## src/rtl/ldpc_check_node_scheduler.sv

```systemverilog
`default_nettype none
// ============================================================================
// Module   : ldpc_check_node_scheduler
// Brief    : Row/iteration sequencer for the 7-input min-sum check-node unit,
//            with row-tag FIFO for write-back and an iteration barrier.
// Revision : 1.0 - initial release
// ============================================================================
module ldpc_check_node_scheduler #(
  parameter int ROW_W      = 8,
  parameter int ITER_W     = 5,
  parameter int MEM_LAT    = 1,
  parameter int FIFO_DEPTH = 8
) (
  input  logic              i_clock,
  input  logic              i_reset,
  input  logic              i_start,
  input  logic [ROW_W-1:0]  i_num_rows,
  input  logic [ITER_W-1:0] i_num_iters,
  input  logic              i_stall,
  input  logic              i_ms_valid,
  output logic              o_rd_en,
  output logic [ROW_W-1:0]  o_rd_addr,
  output logic              o_ms_valid,
  output logic              o_wr_en,
  output logic [ROW_W-1:0]  o_wr_addr,
  output logic [ITER_W-1:0] o_iter,
  output logic              o_busy,
  output logic              o_done,
  output logic              o_err
);

  localparam int c_ptr_w = $clog2(FIFO_DEPTH);
  localparam int c_cnt_w = c_ptr_w + 1;
  localparam logic [c_cnt_w-1:0] c_depth = c_cnt_w'(FIFO_DEPTH);

  typedef enum logic [1:0] {
    S_IDLE  = 2'd0,
    S_ISSUE = 2'd1,
    S_DRAIN = 2'd2,
    S_DONE  = 2'd3
  } state_t;

  state_t              r_state;
  state_t              w_state_next;
  logic [ROW_W-1:0]    r_row;
  logic [ROW_W-1:0]    r_num_rows;
  logic [ITER_W-1:0]   r_iter;
  logic [ITER_W-1:0]   r_num_iters;
  logic [c_cnt_w-1:0]  r_outstanding;
  logic [c_ptr_w-1:0]  r_wr_ptr;
  logic [c_ptr_w-1:0]  r_rd_ptr;
  logic [ROW_W-1:0]    r_tag_mem [FIFO_DEPTH];
  logic [MEM_LAT-1:0]  r_ms_pipe;
  logic                r_err;

  logic w_rd_en;
  logic w_wr_en;
  logic w_done;
  logic w_busy;
  logic w_start_ok;
  logic w_not_full;
  logic w_last_row;
  logic w_last_iter;
  logic w_drained;
  logic w_spurious;

  assign w_start_ok  = i_start && (i_num_rows != '0) && (i_num_iters != '0);
  assign w_not_full  = (r_outstanding < c_depth);
  assign w_last_row  = (r_row == r_num_rows - 1'b1);
  assign w_last_iter = (r_iter == r_num_iters - 1'b1);
  assign w_drained   = (r_outstanding == '0);
  assign w_wr_en     = i_ms_valid && !w_drained;
  assign w_spurious  = i_ms_valid && w_drained;

  always_ff @(posedge i_clock) begin
    if (i_reset) begin
      r_state <= S_IDLE;
    end else begin
      r_state <= w_state_next;
    end
  end

  always_comb begin
    w_state_next = r_state;
    w_rd_en      = 1'b0;
    w_done       = 1'b0;
    w_busy       = 1'b1;
    unique case (r_state)
      S_IDLE: begin
        w_busy = 1'b0;
        if (w_start_ok) begin
          w_state_next = S_ISSUE;
        end
      end
      S_ISSUE: begin
        w_rd_en = !i_stall && w_not_full;
        if (w_rd_en && w_last_row) begin
          w_state_next = S_DRAIN;
        end
      end
      S_DRAIN: begin
        if (w_drained) begin
          w_state_next = w_last_iter ? S_DONE : S_ISSUE;
        end
      end
      S_DONE: begin
        w_done       = 1'b1;
        w_state_next = S_IDLE;
      end
      default: w_state_next = S_IDLE;
    endcase
  end

  // Row/iteration counters and the sticky error; a spurious valid wins over a start clear.
  always_ff @(posedge i_clock) begin
    if (i_reset) begin
      r_row       <= '0;
      r_iter      <= '0;
      r_num_rows  <= '0;
      r_num_iters <= '0;
      r_err       <= 1'b0;
    end else begin
      if (r_state == S_IDLE && w_start_ok) begin
        r_num_rows  <= i_num_rows;
        r_num_iters <= i_num_iters;
        r_row       <= '0;
        r_iter      <= '0;
        r_err       <= 1'b0;
      end
      if (w_rd_en) begin
        r_row <= w_last_row ? '0 : r_row + 1'b1;
      end
      if (r_state == S_DRAIN && w_drained && !w_last_iter) begin
        r_iter <= r_iter + 1'b1;
        r_row  <= '0;
      end
      if (w_spurious) begin
        r_err <= 1'b1;
      end
    end
  end

  always_ff @(posedge i_clock) begin
    if (i_reset) begin
      r_wr_ptr      <= '0;
      r_rd_ptr      <= '0;
      r_outstanding <= '0;
    end else begin
      if (w_rd_en) begin
        r_wr_ptr <= r_wr_ptr + 1'b1;
      end
      if (w_wr_en) begin
        r_rd_ptr <= r_rd_ptr + 1'b1;
      end
      unique case ({w_rd_en, w_wr_en})
        2'b10:   r_outstanding <= r_outstanding + 1'b1;
        2'b01:   r_outstanding <= r_outstanding - 1'b1;
        default: r_outstanding <= r_outstanding;
      endcase
    end
  end

  always_ff @(posedge i_clock) begin
    if (w_rd_en) begin
      r_tag_mem[r_wr_ptr] <= r_row;
    end
  end

  // Memory-latency delay of the read strobe; never gated so in-flight strobes complete.
  generate
    if (MEM_LAT == 1) begin : g_lat_one
      always_ff @(posedge i_clock) begin
        if (i_reset) begin
          r_ms_pipe <= '0;
        end else begin
          r_ms_pipe <= w_rd_en;
        end
      end
    end else begin : g_lat_multi
      always_ff @(posedge i_clock) begin
        if (i_reset) begin
          r_ms_pipe <= '0;
        end else begin
          r_ms_pipe <= {r_ms_pipe[MEM_LAT-2:0], w_rd_en};
        end
      end
    end
  endgenerate

  assign o_rd_en    = w_rd_en;
  assign o_rd_addr  = r_row;
  assign o_ms_valid = r_ms_pipe[MEM_LAT-1];
  assign o_wr_en    = w_wr_en;
  // Head is only meaningful with rows in flight; hold the address at zero otherwise.
  assign o_wr_addr  = w_drained ? '0 : r_tag_mem[r_rd_ptr];
  assign o_iter     = r_iter;
  assign o_busy     = w_busy;
  assign o_done     = w_done;
  assign o_err      = r_err;

endmodule
`default_nettype wire

```

## config.mk

```make
export PLATFORM = sky130hd
export DESIGN_NAME = ldpc_check_node_scheduler
export DESIGN_NICKNAME = d
export VERILOG_FILES = /design/src/rtl/ldpc_check_node_scheduler.sv
export SDC_FILE = /design/constraint.sdc
export NUM_CORES = 1
export LEC_CHECK = 0
export CORE_MARGIN = 4
export CORE_UTILIZATION = 26
export DETAILED_ROUTE_END_ITERATION = 8
export PLACE_DENSITY = 0.49
export SLEW_MARGIN = 30
export SYNTH_ARGS = -nofsm -noshare
export SYNTH_HDL_FRONTEND = slang
export SYNTH_SLANG_ARGS = --single-unit
```

## constraint.sdc

```tcl
create_clock -name i_clock -period 4.1 [get_ports i_clock]
set_clock_uncertainty 0.2 [all_clocks]
set_input_delay 0.41 -clock i_clock [delete_from_list [all_inputs] [get_ports i_clock]]
set_output_delay 0.41 -clock i_clock [all_outputs]
set_load 0.1 [all_outputs]
```

==> results of run 1 <==
[cell usage after synthesis, types with 2 or more instances]
| cell | number | area, um2 |
|---|---|---|
| edfxtp_1 | 64 | 1920 |
| nor2_1 | 50 | 188 |
| dfxtp_1 | 43 | 861 |
| mux2i_1 | 24 | 240 |
| mux4_2 | 16 | 360 |
| nor3_1 | 16 | 80.1 |
| xnor2_1 | 16 | 140 |
| nand2_1 | 15 | 56.3 |
| a21oi_1 | 13 | 65.1 |
| inv_1 | 11 | 41.3 |
| ha_1 | 9 | 113 |
| xor2_1 | 9 | 78.8 |
| clkbuf_1 | 8 | 30.0 |
| nand2b_1 | 8 | 50.1 |
| and2_1 | 5 | 31.3 |
| buf_2 | 5 | 25.0 |
| or4_1 | 5 | 37.5 |
| and3_1 | 4 | 25.0 |
| nand3_1 | 4 | 20.0 |
| o21ai_0 | 4 | 20.0 |
| a31oi_1 | 3 | 18.8 |
| buf_1 | 3 | 11.3 |
| nor4_1 | 3 | 18.8 |
| o21a_1 | 3 | 22.5 |
| and3b_1 | 2 | 17.5 |
| nor3b_1 | 2 | 15.0 |
| o2111ai_1 | 2 | 17.5 |
| o22ai_1 | 2 | 12.5 |
| or2_2 | 2 | 12.5 |
| or3_1 | 2 | 12.5 |
| or3b_2 | 2 | 17.5 |
[metal layers]
layer  global-route usage (%)  part of all wire (%)  vias up
met4                     2.30                  0.77        0
met5                        0                     0        -
met2                     17.5                    48       72
met1                     14.7                    45     1516
met3                     3.35                   6.5        9
li1                         -                     -     1487
[sequential cells by signal, summed over array words and instances (netlist names), named ones only]
signal / flops
r_rd_ptr: 3
o_iter: 5
r_outstanding: 4
r_state: 2
r_wr_ptr: 3
o_rd_addr: 8
o_ms_valid: 1
r_num_rows: 8
r_tag_mem: 64
o_err: 1
r_num_iters: 5
[final timing paths]
| kind | start | end | slack, ns | cells past startpoint |
|---|---|---|---|---|
| max | r_outstanding[3] | r_outstanding[3] | 1.19 | 9 |
| min | o_err | o_err | 0.29 | 2 |
| max reg2reg | r_outstanding[3] | r_outstanding[3] | 1.19 | 9 |
| min reg2reg | o_err | o_err | 0.29 | 2 |
[per-stage QoR]
stage                     total power [uW]  hold slack [ns]  area (um2)  std cells
after global routing                  3240            0.363        5810        660
after floorplan                       2010            0.274        4750        374
after CTS                             3130            0.293        5800        660
final                                 3080            0.286        5810        660
after detailed placement              2250            0.283        5500        644
after global placement                2230            0.276        5490        644
[cell families (layout without fill, tap and decap cells)]
family / after synthesis / after routing / share of synthesized area, %
xor+xnor: 25 / 25 / 4.61
fa+ha+maj: 10 / 10 / 2.79
flops: 107 / 107 / 58.6
simple gates: 125 / 125 / 13.2
compound gates: 39 / 39 / 5.56
mux: 41 / 41 / 12.9
buf+inv: 27 / 84 / 2.27
[worst max-delay path: stages, from the launching register on]
cell and delay (ns):
dfxtp_1 0.37, or4_1 0.61, and2_1 0.28, ha_1 0.25, ha_1 0.28, a21o_1 0.17, a21oi_1 0.16, xnor2_1 0.09
or3_1 0.30, a21oi_1 0.13
[power breakdown]
group	internal, uW	total [uW]	leakage [uW]	switching [uW]
Combinational	305	981	0.000905	676
Clock	481	874	0.000143	392
Sequential	1170	1230	0.000943	52.1
Total	1960	3080	0.00199	1120
[final cells by class]
| class | instances | area share, % |
|---|---|---|
| tap | 229 | 4.93 |
| inverter | 11 | 0.711 |
| multi-input combinational | 240 | 32.4 |
| sequential | 107 | 47.9 |
| clock buffer | 10 | 3.94 |
| timing repair buffer | 57 | 8.83 |
| clock inverter | 6 | 1.25 |
==> metrics.md, run 1 <==
| Metric | Value |
|---|---|
| Status | complete, no violations |
| Hpwl dp | 7290 um |
| DRT antenna net count | 0 |
| Critical-path maximum fanout | 5 |
| Cell count after synthesis | 374 |
| Setup ws final | 1.19 ns |
| DR vias | 3084 |
| Initial antenna violation count | 0 |
| Core box area | 0.0180 mm2 |
| Vias per cell | 4.67 |
| Drt drc | 0 |
| Commonest cells after routing, fill and taps aside | edfxtp_1, nor2_1, dfxtp_1, clkdlybuf4s50_1, mux2i_1 |
| Starting Density | 26.4% |
| Cell chosen for the clock root | clkbuf_16 |
| CP endpoint kind | flip-flop |
| CTS tree | yes |
| Worst Path Required | 4.18 ns |
| Global-route wire length before repair | 17200 um |
| P&R area growth vs syn | 22.4% |
| Syn Nets | 402 |
| CTS clock-pin slew for the worst setup and hold paths | 0.07 ns |
| Max-cap viol count | 0 |
| Hold Fails Final Rpt | 0 |
| CTS H-tree lvls | 3 |
| Min Tclk post-route | 2.91 ns |
| Post-synth ARST share | 0% |
| Clk_lat worst skew | 0.34 ns |
| Relative slew slack | 33.9% |
| Syn. warnings | 0 |
| Vias in the first global route | 3149 |
| Die area | 0.0205 mm2 |
| PwrDens | 531 mW/mm2 |
| Setup TNS | 0 ns |
| N_diodes | 0 |
| Fin crit share | 71.1% |
| Slew Limit Fails | 0 |
| Clock Sinks | 107 |
| Cts repair resizes | 0 |
| Distinct cell type count after synthesis | 50 |
| Die height | 143 um |
| Hold_buf cts | 0 |
| Seq/Total Area, Yosys | 58.6% |
| Final #Nets | 454 |
| Leak | 0.00199 uW |
| Cell Rows | 49 |
| # port buffers | 44 |
| Post-Place Setup Slack | 0.822 ns |
| Crit path arrival time | 2.99 ns |
| Routed WL | 10600 um |
| 1st-pass router iterations | 5 |
| Final core utilization | 32.3% |
| Commonest non-fill, non-tap cell in the layout | edfxtp_1 |
| RSZ-0062 raised after global routing | false |
| Syn Std Cell Area | 0.00475 mm2 |
| Total GRT Usage | 10.9% |
| DIE WIDTH | 143 um |
| Ports | 45 |
| Starting DRC count in detailed routing | 203 |
| Measured slew at the worst slew-check pin | 0.989 ns |
| Fmax | 0.343 GHz |
| Number of CTS-inserted buffers | 9 |
| Ys flop type | edfxtp_1 |
| Share of cells above drive strength 1 | 14.8% |
| Hold WC Path Type | flip-flop to flip-flop |
| Multi-input logic area | 0.00188 mm2 |
| Peak supply drop | 0.662 mV |
| Wirelength per Cell | 16.0 um |
| Post-CTS setup buffers | 0 |
| Worst Setup Start Kind | flip-flop |
| GPL Wtd Cong | 0.750 |
| Largest net degree at the start of global routing | 33 |
| Worst Setup Path Type | flip-flop to flip-flop |
| Syn Area/Cell | 12.7 um2 |
| Grt ovf | 0 |
| Post-synth EDFFs | 64 |
| FF+latch count, synth | 107 |
| # setup viols final | 0 |
| Reg area | 0.00278 mm2 |
| Filler cells | 1772 |
| Clk buf depth | 2 |
Note: power is estimated with default switching activity, not from simulation.
==> run 2: changes to the inputs <==
==> constraint.sdc (replaced) <==
create_clock -name i_clock -period 2.94 [get_ports i_clock]
set_clock_uncertainty 0.2 [all_clocks]
set_input_delay 0.294 -clock i_clock [delete_from_list [all_inputs] [get_ports i_clock]]
set_output_delay 0.294 -clock i_clock [all_outputs]
set_load 0.1 [all_outputs]
==> metrics.md, run 2 (synthesis gave the netlist of run 1 again) <==
| Metric | Value |
|---|---|
| Status | complete, no violations |
| Total GRT Usage | 11.0% |
| Commonest non-fill, non-tap cell in the layout | edfxtp_1 |
| Core box area | 0.0180 mm2 |
| Fin crit share | 93.8% |
| Final #Nets | 466 |
| Critical-path maximum fanout | 5 |
| Number of CTS-inserted buffers | 9 |
| Final core utilization | 33.5% |
| Sequential Power Share | 35.9% |
| P&R area growth vs syn | 26.9% |
| Worst hold path depth | 2 |
| CTS tree | yes |
| Ports | 45 |
| Clk_lat worst skew | 0.35 ns |
| Min Tclk post-route | 2.76 ns |
| Initial antenna violation count | 0 |
| Post-CTS setup buffers | 0 |
| RSZ-0062 raised after global routing | false |
| CTS clock-pin slew for the worst setup and hold paths | 0.07 ns |
| Clock Power Share | 30.1% |
| # port buffers | 44 |
| R2R Path End | r_outstanding[3] |
| Largest net degree at the start of global routing | 34 |
| GPL Wtd Cong | 0.774 |
| Routed WL | 10600 um |
| Metal3 WL | 593 um |
| Starting DRC count in detailed routing | 127 |
| Clk buf depth | 2 |
| Metal-1 WL | 4690 um |
| Worst Hold Launch | o_err |
| Wirelength per Cell | 15.8 um |
| PwrDens | 785 mW/mm2 |
| Wire length on met2 | 5230 um |
| Crit path arrival time | 2.84 ns |
| DIE WIDTH | 143 um |
| Cell Rows | 49 |
| Starting Density | 26.4% |
| Int Power | 3100 uW |
| 1st-pass router iterations | 4 |
| Hold WC Path Type | flip-flop to flip-flop |
| Switch Pwr | 1620 uW |
| R2r setup slk | 0.18 ns |
| N_diodes | 0 |
| Hold_buf cts | 0 |
| FF-to-FF path depth | 9 |
| Most flops, register | r_tag_mem |
| Die height | 143 um |
| Cts repair resizes | 0 |
| Max-cap viol count | 0 |
| Global-route wire length before repair | 17500 um |
| FF-to-FF Start | r_outstanding[0] |
| Clock Sinks | 107 |
| Worst Setup Start Kind | flip-flop |
| Slew Limit Fails | 0 |
| Peak supply drop | 0.915 mV |
| DRT antenna net count | 0 |
| Hold Fails Final Rpt | 0 |
| Vias in the first global route | 3366 |
| Fmax | 0.363 GHz |
| Worst Setup Path Type | flip-flop to flip-flop |
| CTS H-tree lvls | 3 |
| Cell chosen for the clock root | clkbuf_16 |
| Hpwl dp | 7370 um |
| Relative slew slack | 62.7% |
| DR vias | 3162 |
| Combinational share of power | 34.0% |
| Endpoint, Worst Hold | o_err |
| Total power | 4730 uW |
| Grt ovf | 0 |
| CP endpoint kind | flip-flop |
| Leak | 0.00214 uW |
| Largest register FFs | 64 |
| # setup viols final | 0 |
| Vias per cell | 4.71 |
| Max layer used | met4 |
| Measured slew at the worst slew-check pin | 0.559 ns |
| Worst Path Required | 3.02 ns |
| Drt drc | 0 |
| Die area | 0.0205 mm2 |
| Sw Share | 34.4% |
| Commonest cells after routing, fill and taps aside | edfxtp_1, nor2_1, dfxtp_1, buf_4, mux2i_1 |
| Share of cells above drive strength 1 | 22.6% |
## run 2: cell types whose count changed in the layout (fill, tap and decap cells not counted), moves of 2 or more
| cell | before | now |
|---|---|---|
| nor3_2 | 0 | 2 |
| bufinv_16 | 1 | 3 |
| nor2_2 | 0 | 5 |
| clkdlybuf4s50_1 | 34 | 17 |
| buf_4 | 23 | 43 |
| nor2_1 | 50 | 45 |
| clkinvlp_4 | 2 | 0 |
| buf_12 | 0 | 9 |
## run 2: power by group through the flow
stage | clock network (uW) | registers (uW) | logic (uW)
after floorplan | 0 | 1760 | 1070
after global placement | 0 | 1730 | 1620
after detailed placement | 0 | 1730 | 1640
after CTS | 1460 | 1700 | 1640
after global routing | 1510 | 1710 | 1720
final | 1420 | 1700 | 1610
## run 2: worst max-delay path, stage by stage, from the launching register on
cell	delay, ns
dfxtp_1	0.36
or4_1	0.56
and2_1	0.21
ha_1	0.20
ha_1	0.28
a21o_1	0.18
a21oi_1	0.16
xnor2_1	0.09
or3_1	0.30
a21oi_1	0.14
## run 2: through the flow
stage / area (um2) / instances / hold WS [ns] / setup TNS (ns) / setup slack [ns]
after floorplan: 4770 / 374 / 0.178 / 0 / 0.0156
after global placement: 5670 / 656 / 0.272 / -0.0157 / -0.0157
after detailed placement: 5670 / 656 / 0.270 / -0.0687 / -0.0687
after CTS: 6020 / 672 / 0.281 / 0 / 0.156
after global routing: 6020 / 672 / 0.324 / 0 / 0.0227
final: 6020 / 672 / 0.276 / 0 / 0.182
## run 2: cell type report
type / instances / area (um2)
multi-input cells: 240 / 1880
well taps: 229 / 287
inverters: 11 / 41.3
flip-flops and latches: 107 / 2780
fillers: 1769 / 11900
clock inverters: 7 / 130
repair buffers: 69 / 673
clock buffers: 9 / 225
## run 2: per-layer routing
metal | global-route usage [%] | vias to the layer above
li1 | - | 1505
met1 | 13.5 | 1580
met2 | 19.1 | 65
met3 | 3.75 | 12
met4 | 1.95 | 0
met5 | 0 | -
## run 2: worst max path at each step
stage                      from                to  slack, ns
6_report       r_outstanding[0]  r_outstanding[3]       0.18
5_1_grt        r_outstanding[3]  r_outstanding[3]       0.02
4_1_cts        r_outstanding[3]  r_outstanding[3]       0.16
3_5_place_dp            i_stall  r_outstanding[3]      -0.07
3_3_place_gp            i_stall  r_outstanding[3]      -0.02
2_1_floorplan  r_outstanding[0]  r_outstanding[3]       0.02
